### src/rtl/rsa_modexp_core.sv
// Constant-time right-to-left square-and-multiply modular exponentiation.
// A shared multiplier feeds a bit-serial restoring reducer, so every operation costs 2W+1 cycles.
module rsa_modexp_core #(
    parameter int W = 6
) (
    input  logic         clk,
    input  logic         rst_n,
    input  logic         start,
    input  logic [W-1:0] msg,
    input  logic [W-1:0] key_e,
    input  logic [W-1:0] mod_n,
    output logic [W-1:0] data_out,
    output logic         Done,
    output logic         busy,
    output logic         err
);

    localparam int PW = 2 * W;
    localparam int CW = $clog2(PW + 1);
    localparam int IW = (W > 1) ? $clog2(W) : 1;

    typedef enum logic [3:0] {
        IDLE, CHECK, PRE, MUL_R, RED_R, MUL_B, RED_B, NEXT, DONE
    } state_t;

    state_t        state_q, state_d;
    logic [W-1:0]  msg_q, msg_d;
    logic [W-1:0]  e_q, e_d;
    logic [W-1:0]  n_q, n_d;
    logic [W-1:0]  acc_q, acc_d;
    logic [W-1:0]  base_q, base_d;
    logic [PW-1:0] p_q, p_d;
    logic [W-1:0]  r_q, r_d;
    logic [CW-1:0] cnt_q, cnt_d;
    logic [IW-1:0] idx_q, idx_d;
    logic [W-1:0]  data_out_q, data_out_d;
    logic          done_q, done_d;
    logic          busy_q, busy_d;
    logic          err_q, err_d;
    logic          bad_q, bad_d;

    logic [W-1:0]  op_a, op_b;
    logic [PW-1:0] prod;
    logic [W:0]    r_shift;
    logic [W-1:0]  rem;
    logic          red_last;

    // Datapath: operand select, full-width product and one restoring reduction step.
    always_comb begin
        op_a = base_q;
        op_b = base_q;
        case (state_q)
            PRE:     begin op_a = W'(1); op_b = msg_q;  end
            MUL_R:   begin op_a = acc_q; op_b = base_q; end
            default: begin op_a = base_q; op_b = base_q; end
        endcase
        prod     = PW'(op_a) * PW'(op_b);
        r_shift  = {r_q, p_q[PW-1]};
        rem      = (r_shift >= {1'b0, n_q}) ? W'(r_shift - {1'b0, n_q}) : r_shift[W-1:0];
        red_last = (cnt_q == CW'(PW));
    end

    always_comb begin
        state_d    = state_q;
        msg_d      = msg_q;
        e_d        = e_q;
        n_d        = n_q;
        acc_d      = acc_q;
        base_d     = base_q;
        p_d        = p_q;
        r_d        = r_q;
        cnt_d      = cnt_q;
        idx_d      = idx_q;
        data_out_d = data_out_q;
        done_d     = done_q;
        busy_d     = busy_q;
        err_d      = err_q;
        bad_d      = bad_q;

        case (state_q)
            IDLE, DONE: begin
                if (start) begin
                    msg_d   = msg;
                    e_d     = key_e;
                    n_d     = mod_n;
                    done_d  = 1'b0;
                    busy_d  = 1'b1;
                    err_d   = 1'b0;
                    bad_d   = 1'b0;
                    state_d = CHECK;
                end
            end
            CHECK: begin
                if (n_q == '0) begin
                    // Invalid modulus spends a second cycle here so err always lands two edges after accept.
                    if (bad_q) begin
                        data_out_d = '0;
                        done_d     = 1'b1;
                        busy_d     = 1'b0;
                        err_d      = 1'b1;
                        bad_d      = 1'b0;
                        state_d    = DONE;
                    end else begin
                        bad_d = 1'b1;
                    end
                end else begin
                    // Accumulator starts at 1 mod n, which is 0 when n is 1.
                    acc_d   = (n_q == W'(1)) ? '0 : W'(1);
                    idx_d   = '0;
                    cnt_d   = '0;
                    state_d = PRE;
                end
            end
            PRE: begin
                if (cnt_q == '0) begin
                    p_d   = prod;
                    r_d   = '0;
                    cnt_d = CW'(1);
                end else begin
                    p_d   = p_q << 1;
                    r_d   = rem;
                    cnt_d = cnt_q + CW'(1);
                    if (red_last) begin
                        base_d  = rem;
                        state_d = MUL_R;
                    end
                end
            end
            MUL_R, MUL_B: begin
                p_d     = prod;
                r_d     = '0;
                cnt_d   = CW'(1);
                state_d = (state_q == MUL_R) ? RED_R : RED_B;
            end
            RED_R: begin
                p_d   = p_q << 1;
                r_d   = rem;
                cnt_d = cnt_q + CW'(1);
                // Product is always computed; only the commit depends on the key bit.
                if (red_last) begin
                    if (e_q[idx_q]) begin
                        acc_d = rem;
                    end
                    state_d = MUL_B;
                end
            end
            RED_B: begin
                p_d   = p_q << 1;
                r_d   = rem;
                cnt_d = cnt_q + CW'(1);
                if (red_last) begin
                    base_d = rem;
                    if (idx_q == IW'(W - 1)) begin
                        data_out_d = acc_q;
                        done_d     = 1'b1;
                        busy_d     = 1'b0;
                        err_d      = 1'b0;
                        state_d    = DONE;
                    end else begin
                        idx_d   = idx_q + IW'(1);
                        state_d = MUL_R;
                    end
                end
            end
            default: begin
                state_d = IDLE;
            end
        endcase
    end

    always_ff @(posedge clk) begin
        if (!rst_n) begin
            state_q    <= IDLE;
            msg_q      <= '0;
            e_q        <= '0;
            n_q        <= '0;
            acc_q      <= '0;
            base_q     <= '0;
            p_q        <= '0;
            r_q        <= '0;
            cnt_q      <= '0;
            idx_q      <= '0;
            data_out_q <= '0;
            done_q     <= 1'b0;
            busy_q     <= 1'b0;
            err_q      <= 1'b0;
            bad_q      <= 1'b0;
        end else begin
            state_q    <= state_d;
            msg_q      <= msg_d;
            e_q        <= e_d;
            n_q        <= n_d;
            acc_q      <= acc_d;
            base_q     <= base_d;
            p_q        <= p_d;
            r_q        <= r_d;
            cnt_q      <= cnt_d;
            idx_q      <= idx_d;
            data_out_q <= data_out_d;
            done_q     <= done_d;
            busy_q     <= busy_d;
            err_q      <= err_d;
            bad_q      <= bad_d;
        end
    end

    assign data_out = data_out_q;
    assign Done     = done_q;
    assign busy     = busy_q;
    assign err      = err_q;

endmodule

### config.mk
export PLATFORM = sky130hd
export DESIGN_NAME = rsa_modexp_core
export DESIGN_NICKNAME = d
export VERILOG_FILES = /design/src/rtl/rsa_modexp_core.sv
export SDC_FILE = /design/constraint.sdc
export NUM_CORES = 1
export LEC_CHECK = 0
export ABC_AREA = 0
export BUFFER_PORTS_ARGS = -buffer_cell sky130_fd_sc_hd__buf_2
export CAP_MARGIN = 20
export CORE_MARGIN = 4
export CORE_UTILIZATION = 23
export DETAILED_ROUTE_END_ITERATION = 12
export GPL_TIMING_DRIVEN = 0
export SKIP_CTS_REPAIR_TIMING = 1
export SLEW_MARGIN = 20
export SYNTH_ARGS = -nofsm -noshare
export SYNTH_HDL_FRONTEND = slang
export SYNTH_SLANG_ARGS = --single-unit
### constraint.sdc
create_clock -name clk -period 12.44 [get_ports clk]
set_input_delay 2.488 -clock clk [delete_from_list [all_inputs] [get_ports clk]]
set_output_delay 2.488 -clock clk [all_outputs]
set_load 0.01 [all_outputs]
[Word level (Yosys, flattened, before mapping)]
Index checks and enable logic that the tools add are counted.
Word-level totals
  bits in registers: 69
  input port bits: 21
Cells by class
  $add $sub $neg: 3
  multiply operators: 1
  magnitude comparators: 2
  equality and inequality tests: 22
  multiplexer cells: 55
  reductions and logical operators: 22
Operators with widths (number)
  $mux 6: 12
  $pmux 6 s2: 4
  $mux 4: 10
  $pmux 12 s3: 1
  $pmux 4 s6: 1
  $ne 2x2->1 const B: 11
  $pmux 6 s3: 1
  $pmux 4 s4: 1
  $mux 1: 14
  $eq 4x3->1 const B: 3
  $mul 6x6->12: 1
  $mux 12: 1
  $reduce_and 6->1: 2
  $mux 3: 3
  $pmux 1 s3: 3
  $eq 4x2->1 const B: 2
  $eq 4x4->1 const B: 2
  $logic_not 4->1: 2
  $reduce_and 4->1: 2
  $reduce_bool 2->1: 4
  $ge 7x6->1: 1
  $eq 6x1->1 const B: 1
  $logic_not 6->1: 1
  $pmux 3 s2: 1
  other kinds (16): 21

[Depth between registers and ports, before layout]
Gate-level depths: netlist of the first run.
  word-level depth: 5
  mapped depth: 19
  depth with buffers taken out: 18

[Least setup slack after synthesis of the first run]
No wires, ideal clock.
  kind: register to register
  start point: register state_q[1]
  end point: register p_q[9]
  arrival: 4.430 ns
  required time: 12.312 ns
  setup slack: 7.882 ns
  cell stages (with the launch flop): 19
  cell sequence: dfxtp_1 > buf_2 > or3b_1 > buf_2 > nor2_8 > mux2i_1 > nor2_1 > fa_1 > inv_1 > fa_1 > fa_1 > inv_1 > ha_1 > nor2b_1 > o21ai_0 > a21oi_1 > or3_1 > a31oi_1 > nor2_1
On the way
  word-level cells in the longest chain between the ends: 5
RTL lines
  start: declaration: RTL line 26  | state_t state_q, state_d;
  start signal: assignment: RTL line 189  | state_q <= state_d;
  $eq 4x2->1: RTL line 52, 80
  $pmux 6 s2 / $mux 6 (equally long branches): RTL line 52  | case (state_q)
  $mul 6x6->12: RTL line 57  | prod = PW'(op_a) * PW'(op_b);
  $mux 12: RTL line 115  | if (cnt_q == '0) begin
  $pmux 12 s3: RTL line 80  | case (state_q)
  end signal: assignment: RTL line 195  | p_q <= p_d;
  end: declaration: RTL line 32  | logic [PW-1:0] p_q, p_d;
Parallel ways exist; a longest one is shown, timed or not.
A chain may end at the register's enable or synchronous reset.

[Final worst setup path of the first run]
  start point: register state_q[1]
  end point: register p_q[10]
Same word-level chain as after synthesis.

==> run metrics, run 1 <==
Worst Clk Skew approximately 0.008 ns; Switching Fraction 30.4%; Clk network pwr share around two fifths; CTS tree yes; initial antenna violation count 0; Layout fillers 2094; Core Rows 50; Yosys reg bits 69; global routing usage on met2 16.1%; die height about 150 microns; Final nets 635; min-delay src e_q[1]; grt met3 use 3.27%; footprint of the multi-input gates approximately 2800 sq um; commonest cells after routing, fill and taps aside dfxtp_1 (69), nand2_1 (57), nor2_1 (56); CTS Buffer Depth 2; Mapped Cells 526; Synth Cell Area 4470 sq um; crit path capture type flip-flop; GRT Util Overall between 10% and 20%; vias in the first global route 3713; startpoint types flip-flop; syn_area_per_cell 8.49 sq um; Core Region 18900 sq um; Crit Path Class flip-flop to flip-flop; first-pass GRT wire length 18800 microns; Slew Limit Fails 0; Min-Delay Path Class flip-flop to flip-flop; Register Area 1380 sq um; diodes inserted 0; Comb power frac 23.3%; Starting Density around a quarter; Post-synth ARST share 0%; CTS Sinks 69; Req. time, crit path 12.64 ns; sequential power share 36.0%; Tmin final 5.04 ns; max frequency ~0.2 GHz; clk slew on worst S/H paths 0.06 ns; pin count of the biggest net entering global routing 12; Post-DRT Antenna Nets 0; WHS Path Cells 2; most common cell after layout, fill and taps aside dfxtp_1; Slew @ Worst Pin 0.669 ns; Finished Cell Area between 5000 and 6000 sq um; Clock Tree Root clkbuf_16; number of vias in the routed layout 3872; Port Buf Inserts 29; EDFF count, synth 0; Synth area leaders dfxtp_1 (31%), ha_1 (8.4%), fa_1 (8.1%), a21oi_1 (5.2%), nand2_1 (4.8%); drt pass-1 iters 5; reg2reg setup slack roughly 7.4 ns; routed len/inst 13.6 microns; Die X between 100 and 150 microns; most crowded layer after global routing met2; layout cells sized above 1 around 15%; io pins 30; Area growth syn-to-layout 17.8%; Power Density between 100 and 150 nW/um^2; Clk Latency, worst-skew pair around 0.34 ns; LEAKAGE 0.00211 uW; Seq/Total Area, Yosys 30.9%; DRC 0; total power about 700 uW; Hold EP e_q[1]; CP Max Fanout 10; Power Internal ~480 uW; Placed Instance Area between 4000 and 5000 sq um; ys flop type dfxtp_1; met1 GRT Util 14.3%; Yosys cell types 67; Synth Net Count 595; H-tree Lvls 3; Worst Reg-to-Reg Cells 19; worst rel slew slack 55.1%; worst r2r dst p_q[10]; Yosys Warn Count 0; status completed; Iter 0 DRT Violations around 220; die area ~22000 sq um; global placer's final weighted congestion about 0.85; post-synth top area share 30.9%; total gr overflow 0; P_sw between 200 and 250 uW; maxcap violations 0; maximum vdd drop 62.8 uV; Reg-to-Reg Start state_q[1]; CTS Buf Count 9; vias per cell 4.67; endpoints failing setup 0; Final period util between 40% and 50%; final hold viol count 0; cell taking the most area after synthesis dfxtp_1; RSZ-0062 raised after global routing false; dpl hpwl 8900 microns; setup tns final 0 ns; final wirelength 11300 microns; Data arrival, critical path 5.24 ns
[cell usage after synthesis (3+ instances only)]
master and instances:
a211oi_1 3, a21oi_1 46, a21oi_2 3, a222oi_1 8
a22o_1 4, a22o_2 3, a22oi_1 4, and3_1 8
buf_2 7, clkbuf_1 13, dfxtp_1 69, fa_1 18
ha_1 30, inv_1 41, mux2i_1 14, nand2_1 57
nand3_1 19, nand3b_1 3, nand4_1 4, nor2_1 56
nor2b_1 4, nor3_1 6, nor4_1 3, o21a_1 4
o21ai_0 19, o22ai_1 3, o2bb2ai_1 5, o31a_1 3
or2_2 11, or3_1 5, xnor2_1 7
[registers in the layout, indices dropped and copies added, names as in the netlist]
signal and cells:
p_q 12, r_q 6, Done 1, base_q 6, msg_q 6, n_q 6, busy 1, idx_q 3
err 1, bad_q 1, state_q 4, e_q 6, acc_q 6, cnt_q 4, data_out 6
[through the flow]
step                      util [%]  hold WS, ns  worst slack [ns]  std cells
after global routing          27.8        0.481              7.00        830
after detailed placement      26.1        0.447              7.39        815
after CTS                     27.8        0.455              7.36        830
after floorplan                  -        0.433              7.88        526
final                         27.8        0.453              7.40        830
after global placement        26.1        0.445              7.40        815
[power by group through the flow]
stage	combinational (uW)	sequential (uW)	clock, uW
2_1_floorplan	119	250	0
4_1_cts	160	248	286
6_report	161	248	280
5_1_grt	177	250	297
3_3_place_gp	159	253	0
3_5_place_dp	160	253	0
[critical path: stages, from the launching register on]
cell and delay [ns]:
dfxtp_1 0.30, buf_2 0.21, inv_1 0.12, nor3_1 0.53, and3_1 0.25, a21oi_1 0.11, or2_2 0.34, fa_1 0.53
inv_1 0.06, fa_1 0.54, inv_1 0.06, fa_1 0.53, inv_1 0.04, ha_1 0.35, nand3_1 0.09, o211ai_1 0.23
o211ai_1 0.16, xnor2_1 0.16, a311oi_1 0.22, nor3_1 0.07
[per-layer routing]
layer / vias to the layer above / part of all wire (%)
li1: 1934 / -
met1: 1824 / 47
met2: 93 / 45
met3: 21 / 5.9
met4: 0 / 1.9
met5: - / 0
[cell families (layout without fill, tap and decap cells)]
family | count (synthesis) | count (layout) | synth area share, %
simple gates | 191 | 191 | 21.5
mux | 16 | 16 | 3.89
flops | 69 | 69 | 30.9
xor+xnor | 9 | 9 | 1.77
buf+inv | 66 | 110 | 6.00
fa+ha+maj | 48 | 48 | 16.5
compound gates | 127 | 127 | 19.4
[how the worst max path moves through the flow]
| stage | start | end | slack (ns) |
|---|---|---|---|
| CTS | state_q[1] | p_q[9] | 7.36 |
| global route | state_q[1] | p_q[9] | 7.00 |
| global placement | state_q[1] | p_q[9] | 7.40 |
| floorplan | state_q[1] | p_q[9] | 7.88 |
| finish | state_q[1] | p_q[10] | 7.40 |
| detailed placement | state_q[1] | p_q[11] | 7.39 |
[cell type report]
| cell class | instances | area share (%) |
|---|---|---|
| buffer | 23 | 2.02 |
| clock buffer | 12 | 4.88 |
| clock inverter | 3 | 1.31 |
| inverter | 43 | 3.07 |
| multi-input combinational | 391 | 53.5 |
| sequential | 69 | 26.3 |
| tap | 260 | 6.18 |
| timing repair buffer | 29 | 2.76 |
No activity file was read; power rests on OpenSTA's default activity.
==> run 2: changes to the inputs <==
- clock period: 12.44 -> 4.3 ns (I/O delays scaled with it)
==> run metrics, run 2 (synthesized netlist as in run 1, its figures left out) <==
status finished, violations left; failing checks negative setup slack; max reg flops 12; Clock Tree Root clkbuf_16; Final period util 107%; Clk Latency, worst-skew pair 0.34 ns; Min-Delay Path Class flip-flop to flip-flop; Starting Density 23.6%; endpoints failing setup 5; CTS Sinks roughly 70; min-delay src e_q[0]; pin count of the biggest net entering global routing 13; most common cell after layout, fill and taps aside dfxtp_1; LEAKAGE about 0.0022 uW; total gr overflow 0; Hold WS approximately 0.46 ns; RSZ-0062 raised after global routing true; met1 GRT Util ~16%; routed len/inst ~14 microns; dpl hpwl just under 9000 microns; crit-path cells buf_6 -> or3b_1 -> buf_6 -> nor2_8 -> buf_12 -> mux2i_4 -> buf_6 -> or2_4 -> fa_1 -> fa_2 -> fa_1 -> inv_2 -> ha_4 -> nand3_2 -> o211ai_1 -> o211ai_1 -> xnor2_1 -> a311oi_1 -> nor3_1; vias per cell ~4.7; max frequency 0.217 GHz; Data arrival, critical path around 4.8 ns; clk slew on worst S/H paths about 0.06 ns; setup tns final -1.15 ns; DRC 0; global routing usage on met2 16.0%; final hold viol count 0; grt met3 use 3.12%; Slew @ Worst Pin 0.685 ns; Most common cell on crit path buf_6; setup ws final -0.318 ns; Crit. path cell count 19; Hold EP e_q[0]; CTS tree yes; drt pass-1 iters 5; WP buf/inv 5; die area 21700 sq um; most crowded layer after global routing met2; H-tree Lvls 3; Final nets 653; Die X 147 microns; CP peak stage delay between 0.5 and 0.6 ns; worst r2r dst p_q[10]; diodes inserted 0; io pins 30; Req. time, crit path ~4.5 ns; first-pass GRT wire length 19300 microns; Area growth syn-to-layout 26.3%; crit path capture type flip-flop; vias in the first global route 3708; WHS Path Cells 2; CTS Buf Count 9; Core Rows 50; Iter 0 DRT Violations 409; layout cells sized above 1 24.1%; commonest cells after routing, fill and taps aside dfxtp_1 (67), nand2_1 (57), nor2_1 (52); Top delay family on crit path adder cells; maxcap violations 0; global placer's final weighted congestion 0.842; Slew Limit Fails 0; CTS Buffer Depth 2; Core Region 18900 sq um; slowest cell on the critical path fa_1; GRT Util Overall 11.0%; maximum vdd drop 191 uV; Worst Reg-to-Reg Cells 19; Reg with most FFs p_q; Crit Path Class flip-flop to flip-flop; Post-DRT Antenna Nets 0; Reg-to-Reg Start state_q[1]; final wirelength about 12000 microns; number of vias in the routed layout a little under 4000; startpoint types flip-flop; worst rel slew slack 54.3%; Worst Clk Skew 0.00745 ns; Port Buf Inserts 29; Power Density 356 nW/um^2; initial antenna violation count 2; die height 147 microns; Tmin final 4.62 ns; CP Max Fanout 7; reg2reg setup slack -0.32 ns
==> run 2: cell type report <==
cell class,instances,area [sq um]
buffer,22,118
clock buffer,12,267
clock inverter,4,53.8
fill,2035,13300
inverter,43,161
multi-input combinational,391,3030
sequential,69,1380
tap,260,325
timing repair buffer,48,305
==> run 2: power breakdown <==
group          switching, uW  internal, uW
logic                    307           189
registers               42.5           682
clock network            286           498
total                    636          1370
==> run 2: worst max path at each step <==
stage	from	endpoint	slack (ns)
after floorplan	state_q[1]	p_q[10]	-0.08
after CTS	state_q[1]	p_q[10]	-0.52
final	state_q[1]	p_q[10]	-0.32
after global routing	state_q[1]	p_q[10]	-0.47
after detailed placement	state_q[1]	p_q[10]	-0.50
after global placement	state_q[1]	p_q[10]	-0.44
==> run 2: worst reg2reg max path, delay by kind of cell, from the launching register on <==
kind                     cells  cell delay (ns)
AND/OR/NAND/NOR              5             0.66
AO/OA/AOI/OAI                3             0.67
XOR/XNOR                     1             0.17
flip-flops                   1             0.32
multiplexers                 1             0.30
adder cells (fa/ha/maj)      4             1.73
buffers and inverters        5             0.61
==> run 2: routing by layer <==
metal	vias up	part of all wire (%)
met5	-	0.18
li1	1976	-
met2	118	42
met3	24	5.9
met1	1852	50
met4	4	2.2
==> run 2: through the flow <==
step                instance area [sq um]  std cells  power, uW  util, %  setup WS (ns)
floorplan                            4610        526       1090        -        -0.0812
global placement                     5080        815       1210     26.9         -0.444
detailed placement                   5080        815       1210     26.9         -0.500
CTS                                  5400        831       2000     28.6         -0.523
global route                         5640        849       2100     29.8         -0.474
finish                               5640        849       2010     29.8         -0.318
==> run 3: changes to the inputs <==
- clock period: 4.3 -> 5.2 ns (I/O delays scaled with it)
==> run metrics, run 3 (synthesized netlist as in run 1, its figures left out) <==
status completed; vias in the first global route about 3700; Core Region approximately 19000 sq um; startpoint types flip-flop; setup ws final 0.314 ns; Area growth syn-to-layout 20.4%; pin count of the biggest net entering global routing 12; endpoints failing setup 0; max frequency 0.205 GHz; Final nets 636; max reg flops 12; total gr overflow 0; Post-DRT Antenna Nets 0; Hold WS 0.454 ns; first-pass GRT wire length 18800 microns; CP Max Fanout 10; worst slack at placement between 0.15 and 0.2 ns; Clk Latency, worst-skew pair between 0.3 and 0.4 ns; maximum vdd drop 166 uV; commonest cells after routing, fill and taps aside dfxtp_1 (69), nand2_1 (57), nor2_1 (56); RSZ-0062 raised after global routing false; Port Buf Inserts 29; Worst Clk Skew 0.00744 ns; Slew Limit Fails 0; Clock Tree Root clkbuf_16; Finished Layout Cells around 830; Switching Fraction 30.6%; P_sw 509 uW; LEAKAGE 0.00213 uW; DRC 0; initial antenna violation count 0; die height 147 microns; final hold viol count 0; Starting Density between 20% and 30%; worst rel slew slack 56.8%; Tmin final 4.89 ns; die area 21700 sq um; io pins 30; CTS tree yes; Iter 0 DRT Violations between 150 and 200; Power Density 309 nW/um^2; crit path capture type flip-flop; Crit Path Class flip-flop to flip-flop; Die X 147 microns; setup tns final 0 ns; GRT Util Overall 10.6%; Core Rows 50; CTS Buf Count 9; layout cells sized above 1 17.0%; sequential power share 35.8%; number of vias in the routed layout 3881; Slew @ Worst Pin 0.643 ns; clk slew on worst S/H paths 0.06 ns; Clk network pwr share between 40 and 50%; global placer's final weighted congestion roughly 0.85; Min-Delay Path Class flip-flop to flip-flop; Req. time, crit path 5.40 ns; CTS Buffer Depth 2; maxcap violations 0; diodes inserted 0; Finished Cell Area roughly 5400 sq um; most common cell after layout, fill and taps aside dfxtp_1; Power Internal around 1200 uW; vias per cell 4.67; final wirelength between 10000 and 15000 microns; CTS Sinks 69; Placed Instance Area 4940 sq um; Comb power frac 24.0%; H-tree Lvls 3; Data arrival, critical path 5.09 ns; dpl hpwl roughly 8900 microns; Placed Instances a little over 800; Final period util a little over nine tenths; routed len/inst 13.7 microns; drt pass-1 iters 7; Reg with most FFs p_q
## run 3: changes by cell type in the layout (fill, tap and decap cells not counted), sizes merged
cell / before / now
clkinvlp: 2 / 0
clkbuf: 25 / 26
buf: 57 / 39
bufinv: 1 / 2
inv: 44 / 43
clkinv: 0 / 1
## run 3: final cells by class
cell class              instances  area, sq um
plain buffers                  23          110
clock buffers                  12          256
clock inverters                 3         68.8
fillers                      2087        13500
inverters                      43          161
multi-input cells             391         2910
flip-flops and latches         69         1380
well taps                     260          325
repair buffers                 30          165
## run 3: metrics by stage
step                total power [uW]  util [%]
floorplan                        884         -
global placement                 984      26.1
detailed placement               987      26.1
CTS                             1660      27.8
global route                    1750      28.5
finish                          1660      28.5
## run 3: power groups by stage
stage	combinational, uW	clock [uW]	sequential (uW)
after detailed placement	382	0	605
after floorplan	285	0	599
after global routing	437	710	601
final	399	669	596
after CTS	384	685	594
after global placement	380	0	604
## run 3: path summary, 6_finish.rpt
path | from | endpoint | slack (ns) | depth (start not counted)
worst max-delay path | state_q[1] | p_q[10] | 0.31 | 20
worst min-delay path | e_q[1] | e_q[1] | 0.45 | 2
worst max register to register | state_q[1] | p_q[10] | 0.31 | 20
worst min register to register | e_q[1] | e_q[1] | 0.45 | 2
## run 3: per-layer routing
| layer | GRT usage, % | share of wire, % |
|---|---|---|
| met1 | 14.3 | 47 |
| met2 | 16.1 | 45 |
| met3 | 3.27 | 6.2 |
| met4 | 3.87 | 1.8 |
| met5 | 0 | 0 |
## run 3: critical path: stages (launching register included)
cell	delay, ns
dfxtp_1	0.30
clkbuf_4	0.19
or3b_1	0.34
buf_2	0.19
nor2_8	0.13
buf_12	0.16
mux2i_4	0.10
or2_2	0.32
fa_1	0.53
inv_1	0.06
fa_1	0.54
inv_1	0.06
fa_1	0.53
inv_1	0.06
ha_4	0.29
nand3_1	0.07
o211ai_1	0.25
o211ai_1	0.15
xnor2_1	0.16
a311oi_1	0.22
nor3_1	0.06
